$ cat src/rtl/uart_rx_fifo.sv
// Receive-side byte FIFO that buffers bytes from a UART receiver and exposes the head as a show-ahead read port.
// Optional macro UART_RX_DROP_COUNT_EN adds an 8-bit saturating count of discarded bytes.
module uart_rx_fifo #(
  parameter int DEPTH_LOG2 = 4
) (
  input  logic                  CLK,
  input  logic                  RSTN,
  input  logic [7:0]            in_data,
  input  logic                  in_valid,
  output logic [7:0]            rd_data,
  output logic                  rd_valid,
  input  logic                  rd_ready,
  output logic [DEPTH_LOG2:0]   count,
  output logic                  overflow,
  input  logic                  ovf_clear
`ifdef UART_RX_DROP_COUNT_EN
  ,
  output logic [7:0]            drop_count
`endif
);

  localparam int DEPTH = 1 << DEPTH_LOG2;
  localparam logic [DEPTH_LOG2:0] DEPTH_CNT = (DEPTH_LOG2+1)'(DEPTH);

  // Handshake: in_valid is a strobe with no backpressure; a byte leaves the
  // head on any cycle where rd_valid and rd_ready are both high.
  logic [7:0]            mem_q [DEPTH];
  logic [DEPTH_LOG2-1:0] wr_ptr_q, wr_ptr_d;
  logic [DEPTH_LOG2-1:0] rd_ptr_q, rd_ptr_d;
  logic [DEPTH_LOG2:0]   count_q, count_d;
  logic                  overflow_q, overflow_d;
  logic                  push, pop, full, drop;

  always_comb begin
    pop  = (count_q != '0) && rd_ready;
    full = (count_q == DEPTH_CNT);
    // A pop frees a slot in the same cycle, so a full FIFO still accepts.
    push = in_valid && (!full || pop);
    drop = in_valid && !push;

    wr_ptr_d = push ? wr_ptr_q + 1'b1 : wr_ptr_q;
    rd_ptr_d = pop  ? rd_ptr_q + 1'b1 : rd_ptr_q;

    count_d = count_q;
    case ({push, pop})
      2'b10:   count_d = count_q + 1'b1;
      2'b01:   count_d = count_q - 1'b1;
      default: count_d = count_q;
    endcase

    overflow_d = overflow_q;
    if (drop)           overflow_d = 1'b1;
    else if (ovf_clear) overflow_d = 1'b0;
  end

  always_ff @(posedge CLK or negedge RSTN) begin
    if (!RSTN) begin
      wr_ptr_q   <= '0;
      rd_ptr_q   <= '0;
      count_q    <= '0;
      overflow_q <= 1'b0;
    end else begin
      wr_ptr_q   <= wr_ptr_d;
      rd_ptr_q   <= rd_ptr_d;
      count_q    <= count_d;
      overflow_q <= overflow_d;
    end
  end

  // Storage is left uninitialised; the pointers alone define what is valid.
  always_ff @(posedge CLK) begin
    if (push) mem_q[wr_ptr_q] <= in_data;
  end

  assign rd_data  = mem_q[rd_ptr_q];
  assign rd_valid = (count_q != '0);
  assign count    = count_q;
  assign overflow = overflow_q;

`ifdef UART_RX_DROP_COUNT_EN
  logic [7:0] drop_count_q, drop_count_d;

  always_comb begin
    drop_count_d = drop_count_q;
    if (drop) begin
      if (ovf_clear)                  drop_count_d = 8'd1;
      else if (drop_count_q != 8'hFF) drop_count_d = drop_count_q + 8'd1;
    end else if (ovf_clear) begin
      drop_count_d = 8'd0;
    end
  end

  always_ff @(posedge CLK or negedge RSTN) begin
    if (!RSTN) drop_count_q <= 8'd0;
    else       drop_count_q <= drop_count_d;
  end

  assign drop_count = drop_count_q;
`endif

endmodule

$ cat config.mk
export PLATFORM = sky130hd
export DESIGN_NAME = uart_rx_fifo
export DESIGN_NICKNAME = d
export VERILOG_FILES = /design/src/rtl/uart_rx_fifo.sv
export SDC_FILE = /design/constraint.sdc
export NUM_CORES = 1
export LEC_CHECK = 0
export CORE_MARGIN = 2
export CORE_UTILIZATION = 50
export DETAILED_ROUTE_END_ITERATION = 16
export GPL_TIMING_DRIVEN = 1
export PLACE_DENSITY = 0.81
export SLEW_MARGIN = 10
export SYNTH_ARGS = -nofsm -noshare
export SYNTH_HDL_FRONTEND = slang
export SYNTH_SLANG_ARGS = --single-unit
export TNS_END_PERCENT = 1
$ cat constraint.sdc
create_clock -name CLK -period 2.34 [get_ports CLK]
set_input_delay 0.702 -clock CLK [delete_from_list [all_inputs] [get_ports CLK]]
set_output_delay 0.702 -clock CLK [all_outputs]
set_load 0.01 [all_outputs]
## After elaboration in Yosys (flattened, before gate mapping)

Memory sizes are Yosys's and may differ from the RTL's.
Cells that the tools add are included.

| word-level totals | value |
|---|---|
| memory bits (writable) | 128 |
| memories kept | 1 |
| bits of input ports | 13 |
| register bits | 14 |
| output and inout port bits | 15 |
| word-level logic and storage cells | 26 |

Memory list:

| memory | depth | bits a word | read ports | clocked after memory_dff | wr ports | RTL line | source |
|---|---|---|---|---|---|---|---|
| mem_q | 16 | 8 | 1 | 0 | 1 | 27 | `logic [7:0] mem_q [DEPTH];` |

| operators by class | value |
|---|---|
| add/sub/neg operators | 4 |
| reductions and logical operators | 9 |
| equality and inequality tests | 3 |
| muxes and demuxes | 5 |

Operator list:

| kind | count |
|---|---|
| $pmux W5 S2 | 1 |
| $add A4 B1 Y4 const B | 2 |
| $add A5 B1 Y5 const B | 1 |
| $eq A5 B5 Y1 const B | 1 |
| $reduce_bool A5 Y1 | 1 |
| $sub A5 B1 Y5 const B | 1 |
| $mux W1 | 4 |
| $reduce_bool A2 Y1 | 2 |
| $logic_and A1 B1 Y1 | 3 |
| $eq A2 B1 Y1 const B | 1 |
| $eq A2 B2 Y1 const B | 1 |
| $logic_not A1 Y1 | 2 |
| $logic_or A1 B1 Y1 | 1 |

## Longest topological paths before layout

Gate-level depths: netlist (run 1).

| depth | value |
|---|---|
| word-level depth | 7 |
| depth in mapped cells | 9 |
| mapped depth without buffers | 9 |

## Least setup slack after synthesis (run 1)

Ideal clock, no wire load.

| timing | value |
|---|---|
| path type | reg-to-reg |
| start | register count_q[1] (netlist: count[1]) |
| end | register count_q[4] (netlist: count[4]) |
| path buffers | 0 |
| required time | 2253 ps |
| cell stages (with the launch flop) | 10 |
| library setup time | 87 ps |
| setup slack | -92 ps |
| clock period less this slack | 2432 ps |
| arrival | 2345 ps |
| path through | dfrtp_1 > nor4_1 > nand2b_1 > nand3_1 > inv_1 > ha_1 > nand2b_1 > a2111o_1 > o31a_1 > o211ai_1 |

| between the ends | value |
|---|---|
| word-level cells in the longest chain between the ends | 6 |
| elaborated cells between the ends (all ways) | 12 |
| classes of those cells | add/sub (2); eq/ne (3); mux (1); reduce/logical (6) |

Ends and longest elaborated chain:

| item | RTL line | source |
|---|---|---|
| start: declaration | 30 | `logic [DEPTH_LOG2:0] count_q, count_d;` |
| start signal: assignment | 65 | `count_q <= count_d;` |
| $reduce_bool A5 Y1 (*) | n/a |  |
| via rd_valid | 11 | `output logic rd_valid,` |
| $logic_and A1 B1 Y1 (*) | 35 | `pop = (count_q != '0) && rd_ready;` |
| $logic_or A1 B1 Y1 | 38 | `push = in_valid && (!full \|\| pop);` |
| $logic_and A1 B1 Y1 | 38 |  |
| $eq A2 B1 Y1 / $eq A2 B2 Y1 (equally long branches) | 45 | `case ({push, pop})` |
| $pmux W5 S2 / $reduce_bool A2 Y1 (equally long branches) | n/a |  |

The timed path passes the listed nets; every way through them passes the cells marked *.
A chain may end at the register's enable or synchronous reset.

## Worst setup path in the final report (run 1)

| timing | value |
|---|---|
| start | register rd_ptr_q[0] |
| end | output port rd_data[2] |

| between the ends | value |
|---|---|
| word-level cells in the longest chain between the ends | 1 |

Ends and longest elaborated chain:

| item | RTL line | source |
|---|---|---|
| start: declaration | 29 | `logic [DEPTH_LOG2-1:0] rd_ptr_q, rd_ptr_d;` |
| start signal: assignment | 64 | `rd_ptr_q <= rd_ptr_d;` |
| $mem_v2 Z16 W8 | n/a |  |
| end: declaration | 10 | `output logic [7:0] rd_data,` |

Every way passes these cells.

==> results of run 1 <==
## logic make-up after synthesis
kind of cell	Yosys count
adders and majority gates	9
AOI/OAI and AO/OA	28
xor gates and xnor gates	9
buffers and inverters	23
DFF	142
and+or+nand+nor	58
muxes	36
## metrics by stage
step,cells,power [uW]
2_1_floorplan,305,5090
3_3_place_gp,506,6350
3_5_place_dp,506,6440
4_1_cts,547,9590
5_1_grt,546,10000
6_report,546,9580
## cells in the final DEF, fill, tap and decap left out, drive strengths merged, types with 2 or more instances in the layout
cell type      count
mux4              32
buf               62
ha                 8
clkdlybuf4s50     18
nor2b              2
mux2               3
clkinvlp           2
nand2b             4
nand3              9
clkbuf            21
a22oi             16
dfrtp             14
edfxtp           128
clkinv             5
o211ai             2
nor2              17
nand2             17
inv                8
xnor2              8
bufinv             4
nor3               5
a21oi              2
a22o               2
## worst max-delay path by stage
stage / from / end / slack [ns]
floorplan: rd_ready / mem_q[10][0]$_DFFE_PP_ / -0.05
CTS: rd_ptr_q[0]$_DFFE_PN0N_ / rd_data[2] / -0.46
global placement: rd_ptr_q[0]$_DFFE_PN0N_ / rd_data[4] / -0.39
finish: rd_ptr_q[0]$_DFFE_PN0N_ / rd_data[2] / -0.43
detailed placement: rd_ptr_q[0]$_DFFE_PN0N_ / rd_data[4] / -0.37
global route: rd_ptr_q[0]$_DFFE_PN0N_ / rd_data[6] / -0.50
## worst max-delay path, cell delays in order, from the launching register on
cell and delay, ns:
dfrtp_2 0.42, buf_6 0.15, buf_16 0.13, buf_4 0.11, mux4_2 0.48, a22oi_1 0.15, nand2_1 0.07, buf_2 0.14
## metal layers
| layer | global-route usage (%) | vias to the layer above |
|---|---|---|
| met2 | 35.9 | 151 |
| met1 | 26.1 | 1639 |
| met5 | 0 | - |
| met3 | 6.72 | 27 |
| met4 | 10.3 | 0 |
| li1 | - | 1394 |
## what timing repair did
action / in CTS / in global routing
endpoints found under the setup margin: 10 / 11
resized for setup: 52 / 8
pin swaps: 8 / 6
hold buffers: 0 / 0
gates cloned: 2 / 0
setup buffers: 7 / 0
## where the power goes
group          internal, uW  switching (uW)  total [uW]
logic                  1800            1610        3410
registers              3120             231        3350
clock network          1860             965        2820
## state kept, by name, summed over array words and instances, names as in the netlist
register and flops:
count 5, mem_q 128, overflow 1, rd_ptr_q 4, wr_ptr_q 4
## layout make-up
| cell class | instances | area (sq um) |
|---|---|---|
| Clock buffer | 21 | 470 |
| Clock inverter | 11 | 163 |
| Fill cell | 727 | 3970 |
| Inverter | 8 | 30.0 |
| Multi-Input combinational cell | 140 | 1550 |
| Sequential cell | 142 | 4200 |
| Tap cell | 143 | 179 |
| Timing Repair Buffer | 81 | 762 |
## cell usage after synthesis, types with 2 or more instances
master    number
mux2_2         2
o211ai_1       2
nand2b_1       4
mux4_2        32
a21oi_1        2
edfxtp_1     128
nor2_1        17
nand3_1        9
nor3_1         5
xnor2_1        8
buf_2          5
nor2b_1        2
dfrtp_1       14
nand2_1       17
inv_1          8
clkbuf_1       7
ha_1           8
buf_1          3
a22oi_1       16
a22o_1         2
==> results_dict.tcl, run 1 <==
set metrics [dict create \
    yosysWarnings 0 \
    drc 0 \
    synth_cell_types 34 \
    diodes 0 \
    synth_compound_area_share_pct 3.74 \
    synthToLayoutAreaGrowth_pct 27.9 \
    hold_path_class "reg2reg" \
    cts_tree "yes" \
    startpoint_type "flip-flop" \
    drt_iter0_drc 402 \
    die_y_um 111 \
    drv_slew 0 \
    io_pins 28 \
    antenna_found_initial 0 \
    synth.ff_latch_count 142 \
    slew_headroom_pct 58.8 \
    ir_worst_vdd_v 0.000702 \
    r2r-start "count[0]$_DFFE_PN0P_" \
    synth_top_family_by_area "multiplexers" \
    fin_crit_sh_pct 118 \
    place_ws_ns -0.371 \
    totalWireLength_um 12300 \
    postRouteAntennaNets 0 \
    yosysTopAreaCell "edfxtp_1" \
    synth_top_area_share_pct 66.9 \
    hold_viol 0 \
    path_clk_slew_ns 0.05 \
    hold_end "wr_ptr_q[3]$_DFFE_PN0P_" \
    drive_gt1_share_pct 37.0 \
    drt_pass1_iterations 4 \
    synthMuxAreaShare_pct 13.6 \
    wl_per_cell_um 22.5 \
    wl_met2_um 6520 \
    yosys.area_share.simple_pct 4.64 \
    setup_viol 8 \
    place_congestion 0.781 \
    synth_fa_ha_area_share_pct 2.09 \
    netlist_instances 305 \
    port_buffers 27 \
    insertion_delay_ns 0.42 \
    violations "setup timing" \
    fmax_ghz 0.362 \
    setup_slack_ns -0.425 \
    outcome "complete, but fails checks" \
    timing.rr.end "count[4]$_DFFE_PN0P_" \
    design_area_sq_um 7350 \
    track_usage_pct 21.7 \
    crit_required_ns 1.64 \
    cts_made_buffers 17 \
    fin_nets 412 \
    final_util_pct 64.9 \
    grt_max_degree 19 \
    rrSetupSlack_ns 0.12 \
    dr_wl_met3_um 773 \
    skew_ns 0.00765 \
    syn-num-nets 327 \
    row_count 39 \
    grt_pass1_wl_um 19500 \
    synth.avg_cell_area_sq_um 18.8 \
    leakagePower_uw 0.00260 \
    grt_pass1_vias 3518 \
    dieArea_sq_um 12400 \
    synth_edf_count 128 \
    core-area_sq_um 11300 \
    hp-start "wr_ptr_q[3]$_DFFE_PN0P_" \
    rr_worst_depth 9 \
    fin_hold_ws_ns 0.492 \
    top_layer "met4" \
    async_reset_ff_share_pct 9.86 \
    clockRootBuffer "clkbuf_16" \
    synth_area_leaders "edfxtp_1 67%, mux4_2 13%, dfrtp_1 6.1%" \
    path_class "reg2out" \
    start_util_pct 50.8 \
    setup.worst_path.end_class "output pin" \
    wl_met1_um 4660 \
    worst_pin_slew_ns 0.616 \
    grt_overflow 0 \
    synth-xor-area-share_pct 1.37 \
    synthFlopType "edfxtp_1" \
    ys_seq_area_share_pct 73.0 \
    die_w_um 111 \
    htreeDepth 4 \
    clock_sinks 142 \
    cts_buffer_depth 2 \
    rsz0062_at_grt "true" \
    vias 3211 \
    place_area_sq_um 6550 \
    arrival_ns 2.06 \
    pwr_density_cell_nw_per_um2 1300 \
    setup_tns_ns -2.95 \
    cp_max_fo 5 \
    post-dp-hpwl_um 7640 \
    worstHoldPathCells 1 \
    synth_area_sq_um 5750 \
    min_period_ns 2.77 \
    cap_violations 0 \
    vias_per_cell 5.88 \
]
Note: power is estimated with default switching activity, not from simulation.
==> run 2: changes to the inputs <==
- CAP_MARGIN: unset -> 20
==> results of run 2 <==
Final layout, timing and power as in run 1 (identical DEF).
==> variant 1: new RTL, flow settings as in run 1 <==
Add a define of `UART_RX_DROP_COUNT_EN`.
--- a/src/rtl/uart_rx_fifo.sv
+++ b/src/rtl/uart_rx_fifo.sv
@@ -2,2 +2,4 @@
 // Optional macro UART_RX_DROP_COUNT_EN adds an 8-bit saturating count of discarded bytes.
+`define UART_RX_DROP_COUNT_EN
+
 module uart_rx_fifo #(
Behaviour (old outputs only; new: drop_count): unchanged (Yosys induction, for registers that start in step).
==> variant 1 against run 1 <==
- via count increased by 8.8%
- cell count is 9.3% higher
- power down 3.2%
- routed wire length rose by 4.8%
- register-to-register slack got worse by 0.32 ns
- cell area is 5.1% higher
- sequential cell count increased by 8
- setup slack worse by 0.088 ns
- synthesized area rose by 6.7%
- hold slack worse by 0.0067 ns
- the run still ends with setup timing left
==> variant 1: results (changes against run 1) <==
| Metric | Value |
|---|---|
| Run status | `complete, but fails checks (unchanged)` |
| Failing checks | `setup timing (unchanged)` |
| Seq/Total Area, Yosys | `71.7% (was 73.0%)` |
| # fillers | `839 (was 727)` |
| Total Routed Length | `12900 µm (was 12300 µm)` |
| NumNets Final | `464 (was 412)` |
| Slew HR | `56.2% (was 58.8%)` |
| Diodes inserted | `0 (unchanged)` |
| First-pass GRT wire length | `20300 µm (was 19500 µm)` |
| Synth async-reset ratio | `14.7% (was 9.86%)` |
| Vias | `3492 (was 3211)` |
| Switch share | `30.5% (was 29.3%)` |
| CP max stage delay | `0.51 ns (was 0.48 ns)` |
| Worst vdd ir | `0.673 mV (was 0.702 mV)` |
| Synth Area in Adders | `2.37% (was 2.09%)` |
| Average size of a mapped cell | `17.9 µm² (was 18.8 µm²)` |
| Vias in the first global route | `3725 (was 3518)` |
| Sum Neg Setup Slack | `-3.82 ns (was -2.95 ns)` |
| Mapped cell area | `6130 µm² (was 5750 µm²)` |
| Placed Instances | `558 (was 506)` |
| Top post-synthesis cells by area | `edfxtp_1 63%, mux4_2 12%, dfrtp_1 9.0% (was edfxtp_1 67%, mux4_2 13%, dfrtp_1 6.1%)` |
| Compound-Gate Fraction of Synth Area | `4.92% (was 3.74%)` |
| Layout cells sized above 1 | `34.4% (was 37.0%)` |
| Multiplexer area fraction after synthesis | `12.3% (was 13.6%)` |
| Vias/cell | `5.85 (was 5.88)` |
| Final setup fails | `9 (was 8)` |
| Pleak | `2.72 nW (was 2.60 nW)` |
| Router iterations before antenna repair | `5 (was 4)` |
| Synth cell count leaders | `128 x edfxtp_1, 32 x mux4_2, 23 x nand2_1 (was 128 x edfxtp_1, 32 x mux4_2, 17 x nand2_1, 17 x nor2_1, 16 x a22oi_1)` |
| Setup ws final | `-0.513 ns (was -0.425 ns)` |
| I/O Buffers | `35 (was 27)` |
| Synth cell types | `41 (was 34)` |
variant 1: cell count changes in the layout (fill, tap and decap cells not counted), sizes merged, moves of 3 or more:
| cell | change |
|---|---|
| or4 | +3 |
| dfrtp | +8 |
| o21ai | +4 |
| bufinv | -3 |
| o311ai | +3 |
| nand2 | +6 |
| a21oi | +4 |
| nand3 | -6 |
| buf | +7 |
| o31ai | +3 |
| clkdlybuf4s50 | +8 |
variant 1: area by class of cell:
cell class | count | area share, %
clock buffer | 20 | 5.65
inverter | 9 | 0.437
sequential | 150 | 56.9
clock inverter | 9 | 1.08
tap | 147 | 2.38
timing repair buffer | 95 | 11.1
multi-input combinational | 167 | 22.4
variant 1: kinds of logic (layout without fill, tap and decap cells):
| logic type | after synthesis | after routing |
|---|---|---|
| compound gates | 43 | 43 |
| fa+ha+maj | 11 | 11 |
| simple gates | 69 | 69 |
| xor+xnor | 9 | 9 |
| buf+inv | 26 | 133 |
| mux | 35 | 35 |
| flops | 150 | 150 |
variant 1: per-stage QoR:
| step | hold slack (ns) | worst slack, ns | cell area (µm²) |
|---|---|---|---|
| 2_1_floorplan | 0.406 | -0.225 | 6160 |
| 3_5_place_dp | 0.472 | -0.698 | 7060 |
| 3_3_place_gp | 0.469 | -0.530 | 7060 |
| 4_1_cts | 0.490 | -0.613 | 7760 |
| 6_report | 0.485 | -0.513 | 7730 |
| 5_1_grt | 0.511 | -0.544 | 7730 |
variant 1: routing by layer:
| layer | share of wire (%) | wire length (µm) | up-vias | global-route usage [%] |
|---|---|---|---|---|
| met1 | 39 | 5080 | 1766 | 25.9 |
| met3 | 5.7 | 737 | 28 | 5.38 |
| met5 | 0 | 0 | - | 0 |
| met2 | 52 | 6740 | 136 | 36.7 |
| met4 | 2.4 | 312 | 0 | 9.88 |
| li1 | - | - | 1562 | - |
variant 1: final timing paths:
kind / from / endpoint / slack (ns)
max in group asynchronous: RSTN / rd_ptr_q[0] / 1.47
min in group asynchronous: RSTN / count[0] / 0.63
hold / removal: overflow / overflow / 0.49
setup reg to reg: count[0] / count[4] / -0.20
hold reg to reg: overflow / overflow / 0.49
setup / recovery: rd_ptr_q[0] / rd_data[2] / -0.51
variant 1: power groups by stage:
| stage | clock network [mW] | logic, mW | registers, mW |
|---|---|---|---|
| 6_report | 2.44 | 3.33 | 3.50 |
| 5_1_grt | 2.55 | 3.58 | 3.53 |
| 4_1_cts | 2.47 | 3.42 | 3.50 |
| 3_5_place_dp | 0 | 3.08 | 3.53 |
| 3_3_place_gp | 0 | 3.00 | 3.51 |
| 2_1_floorplan | 0 | 1.75 | 3.47 |
variant 1: timing repair:
item / 4_1_cts / 5_1_grt
setup buffers: 8 / 5
endpoints found under the setup margin: 11 / 11
resized for setup: 57 / 6
cloned: 2 / 0
pin swaps: 14 / 8
==> variant 2: new RTL, flow settings as in run 1 <==
Without the edit above. Register the output `count` once more, with the module's reset; this adds one clock of latency there. The other outputs are not delayed to match.
--- a/src/rtl/uart_rx_fifo.sv
+++ b/src/rtl/uart_rx_fifo.sv
@@ -76,3 +76,9 @@
   assign rd_valid = (count_q != '0);
-  assign count    = count_q;
+  always_ff @(posedge CLK or negedge RSTN) begin
+    if (!RSTN) begin
+      count <= '0;
+    end else begin
+      count <= count_q;
+    end
+  end
   assign overflow = overflow_q;
Formal check against the unedited RTL: not equivalent (Yosys sat finds a counterexample within 4 cycles, from zero or initial values and one cycle with RSTN low).
==> variant 2 against run 1 <==
- the run still ends with setup timing left
- cell area rose by 0.97%
- sequential cell count rose by 5
- power fell by 0.41%
- setup slack improved by 0.055 ns
- routed wire length rose by 3.5%
- global-route usage rose by 0.41 points
- synthesized area rose by 2.2%
- die area rose by 2.1%
- sequential power rose by 3%
- clock power fell by 7%
==> variant 2: results (changes against run 1) <==
| Metric | Value |
|---|---|
| Sum Neg Setup Slack | `-2.76 ns (was -2.95 ns)` |
| Vias in the first global route | `3449 (was 3518)` |
| Fraction of area in multi-input gates | `21.0% (was 21.1%)` |
| Power Dens Cells | `1290 nW/µm² (was 1300 nW/µm²)` |
| Top post-synthesis cells by area | `edfxtp_1 65%, mux4_2 12%, dfrtp_1 8.1% (was edfxtp_1 67%, mux4_2 13%, dfrtp_1 6.1%)` |
| Synth async-reset ratio | `12.9% (was 9.86%)` |
| Run status | `complete, but fails checks (unchanged)` |
| Worst vdd ir | `0.751 mV (was 0.702 mV)` |
| Buffers excl. clock | `79 (was 81)` |
| Router iterations before antenna repair | `6 (was 4)` |
| Worst reg2reg path startpoint | `count_q[2] (was count[0])` |
| Setup ws final | `-0.371 ns (was -0.425 ns)` |
| Data buffer area share | `10.3% (was 10.4%)` |
| Failing checks | `setup timing (unchanged)` |
| Flops & latches, synth | `147 (was 142)` |
| Final setup fails | `8 (unchanged)` |
| HP Start | `count_q[4] (was wr_ptr_q[3])` |
| Seq/Total Area, Yosys | `73.5% (was 73.0%)` |
| Critical path origin | `rd_ptr_q[0] (unchanged)` |
| Pre-CTS setup slack | `-0.380 ns (was -0.371 ns)` |
| Reg2reg end | `count_q[4] (was count[4])` |
| Hpwl dp | `7710 µm (was 7640 µm)` |
| Initial DRC Count | `317 (was 402)` |
| Clock-cell share of area | `7.72% (was 8.61%)` |
| Layout cells sized above 1 | `35.3% (was 37.0%)` |
| # fillers | `782 (was 727)` |
| NumNets Final | `415 (was 412)` |
| Placed Instances | `513 (was 506)` |
| Worst Path Arrival | `2.01 ns (was 2.06 ns)` |
| Num CTS Buffers | `17 (unchanged)` |
| Clk_skew | `0.00506 ns (was 0.00765 ns)` |
| Maximum net fanout on the critical path | `6 (was 5)` |
| Placer congestion estimate | `0.738 (was 0.781)` |
| Largest net degree at the start of global routing | `23 (was 19)` |
| First-pass GRT wire length | `19800 µm (was 19500 µm)` |
| Syn nets | `332 (was 327)` |
| GR Util All Layers | `22.1% (was 21.7%)` |
| Average size of a mapped cell | `18.9 µm² (was 18.8 µm²)` |
| Drt wl/cell | `23.2 µm (was 22.5 µm)` |
| CLK BUF | `19 (was 21)` |
| Synth cell count leaders | `128 x edfxtp_1, 32 x mux4_2, 19 x dfrtp_1 (was 128 x edfxtp_1, 32 x mux4_2, 17 x nand2_1, 17 x nor2_1, 16 x a22oi_1)` |
| Slew HR | `53.8% (was 58.8%)` |
| Critical Path End | `rd_data[1] (was rd_data[2])` |
| FF-to-FF setup slack | `0.12 ns (about the same)` |
| Vias | `3241 (was 3211)` |
| Placed cell area | `6730 µm² (was 6550 µm²)` |
| Pleak | `2.63 nW (was 2.60 nW)` |
| Register area | `4320 µm² (was 4200 µm²)` |
| Layout Cells excl Fill | `548 (was 546)` |
==> variant 2: cell types whose count changed after synthesis, sizes merged <==
cell | before | now
dfrtp | 14 | 19
==> variant 2: worst max-delay path, stage by stage (launching register included) <==
cell and delay [ns]:
dfrtp_2 0.39, buf_6 0.12, buf_12 0.13, mux4_2 0.50
a22oi_2 0.21, nand2_1 0.09, buf_2 0.15
==> variant 2: kinds of logic (layout without fill, tap and decap cells) <==
logic type / Yosys count / count (layout) / share of synthesized area (%)
flops: 147 / 147 / 73.5
buf+inv: 23 / 118 / 1.58
simple gates: 58 / 58 / 4.54
xor+xnor: 9 / 9 / 1.34
compound gates: 28 / 28 / 3.66
fa+ha+maj: 9 / 9 / 2.05
mux: 36 / 36 / 13.3
==> variant 2: worst min-delay path by stage <==
stage	to	slack [ns]	depth (start not counted)
after CTS	count[4]	0.52	1
final	count[4]	0.52	1
after global placement	wr_ptr_q[3]	0.48	1
after global routing	count[4]	0.53	1
after floorplan	count[0]	0.41	0
after detailed placement	count[3]	0.49	1
==> variant 2: repair_timing <==
item                       4_1_cts  5_1_grt
pin swaps                       14        2
gates cloned                     1        0
setup buffers                    3        0
resized for setup               53        4
hold endpoints to repair         0        0
setup endpoints to repair       10       10
==> variant 2: power by group <==
| part | switching (mW) | internal [mW] | total (mW) |
|---|---|---|---|
| clock | 0.979 | 1.65 | 2.63 |
| combinational | 1.65 | 1.82 | 3.47 |
| sequential | 0.202 | 3.24 | 3.45 |
==> variant 2: metal layers <==
layer | routed length, µm | global-route usage [%] | up-vias | share of wire, %
met5 | 0 | 0 | - | 0
met2 | 6710 | 36.6 | 150 | 53
met1 | 4780 | 27.1 | 1655 | 38
li1 | - | - | 1403 | -
met3 | 776 | 5.62 | 33 | 6.1
met4 | 461 | 11.5 | 0 | 3.6
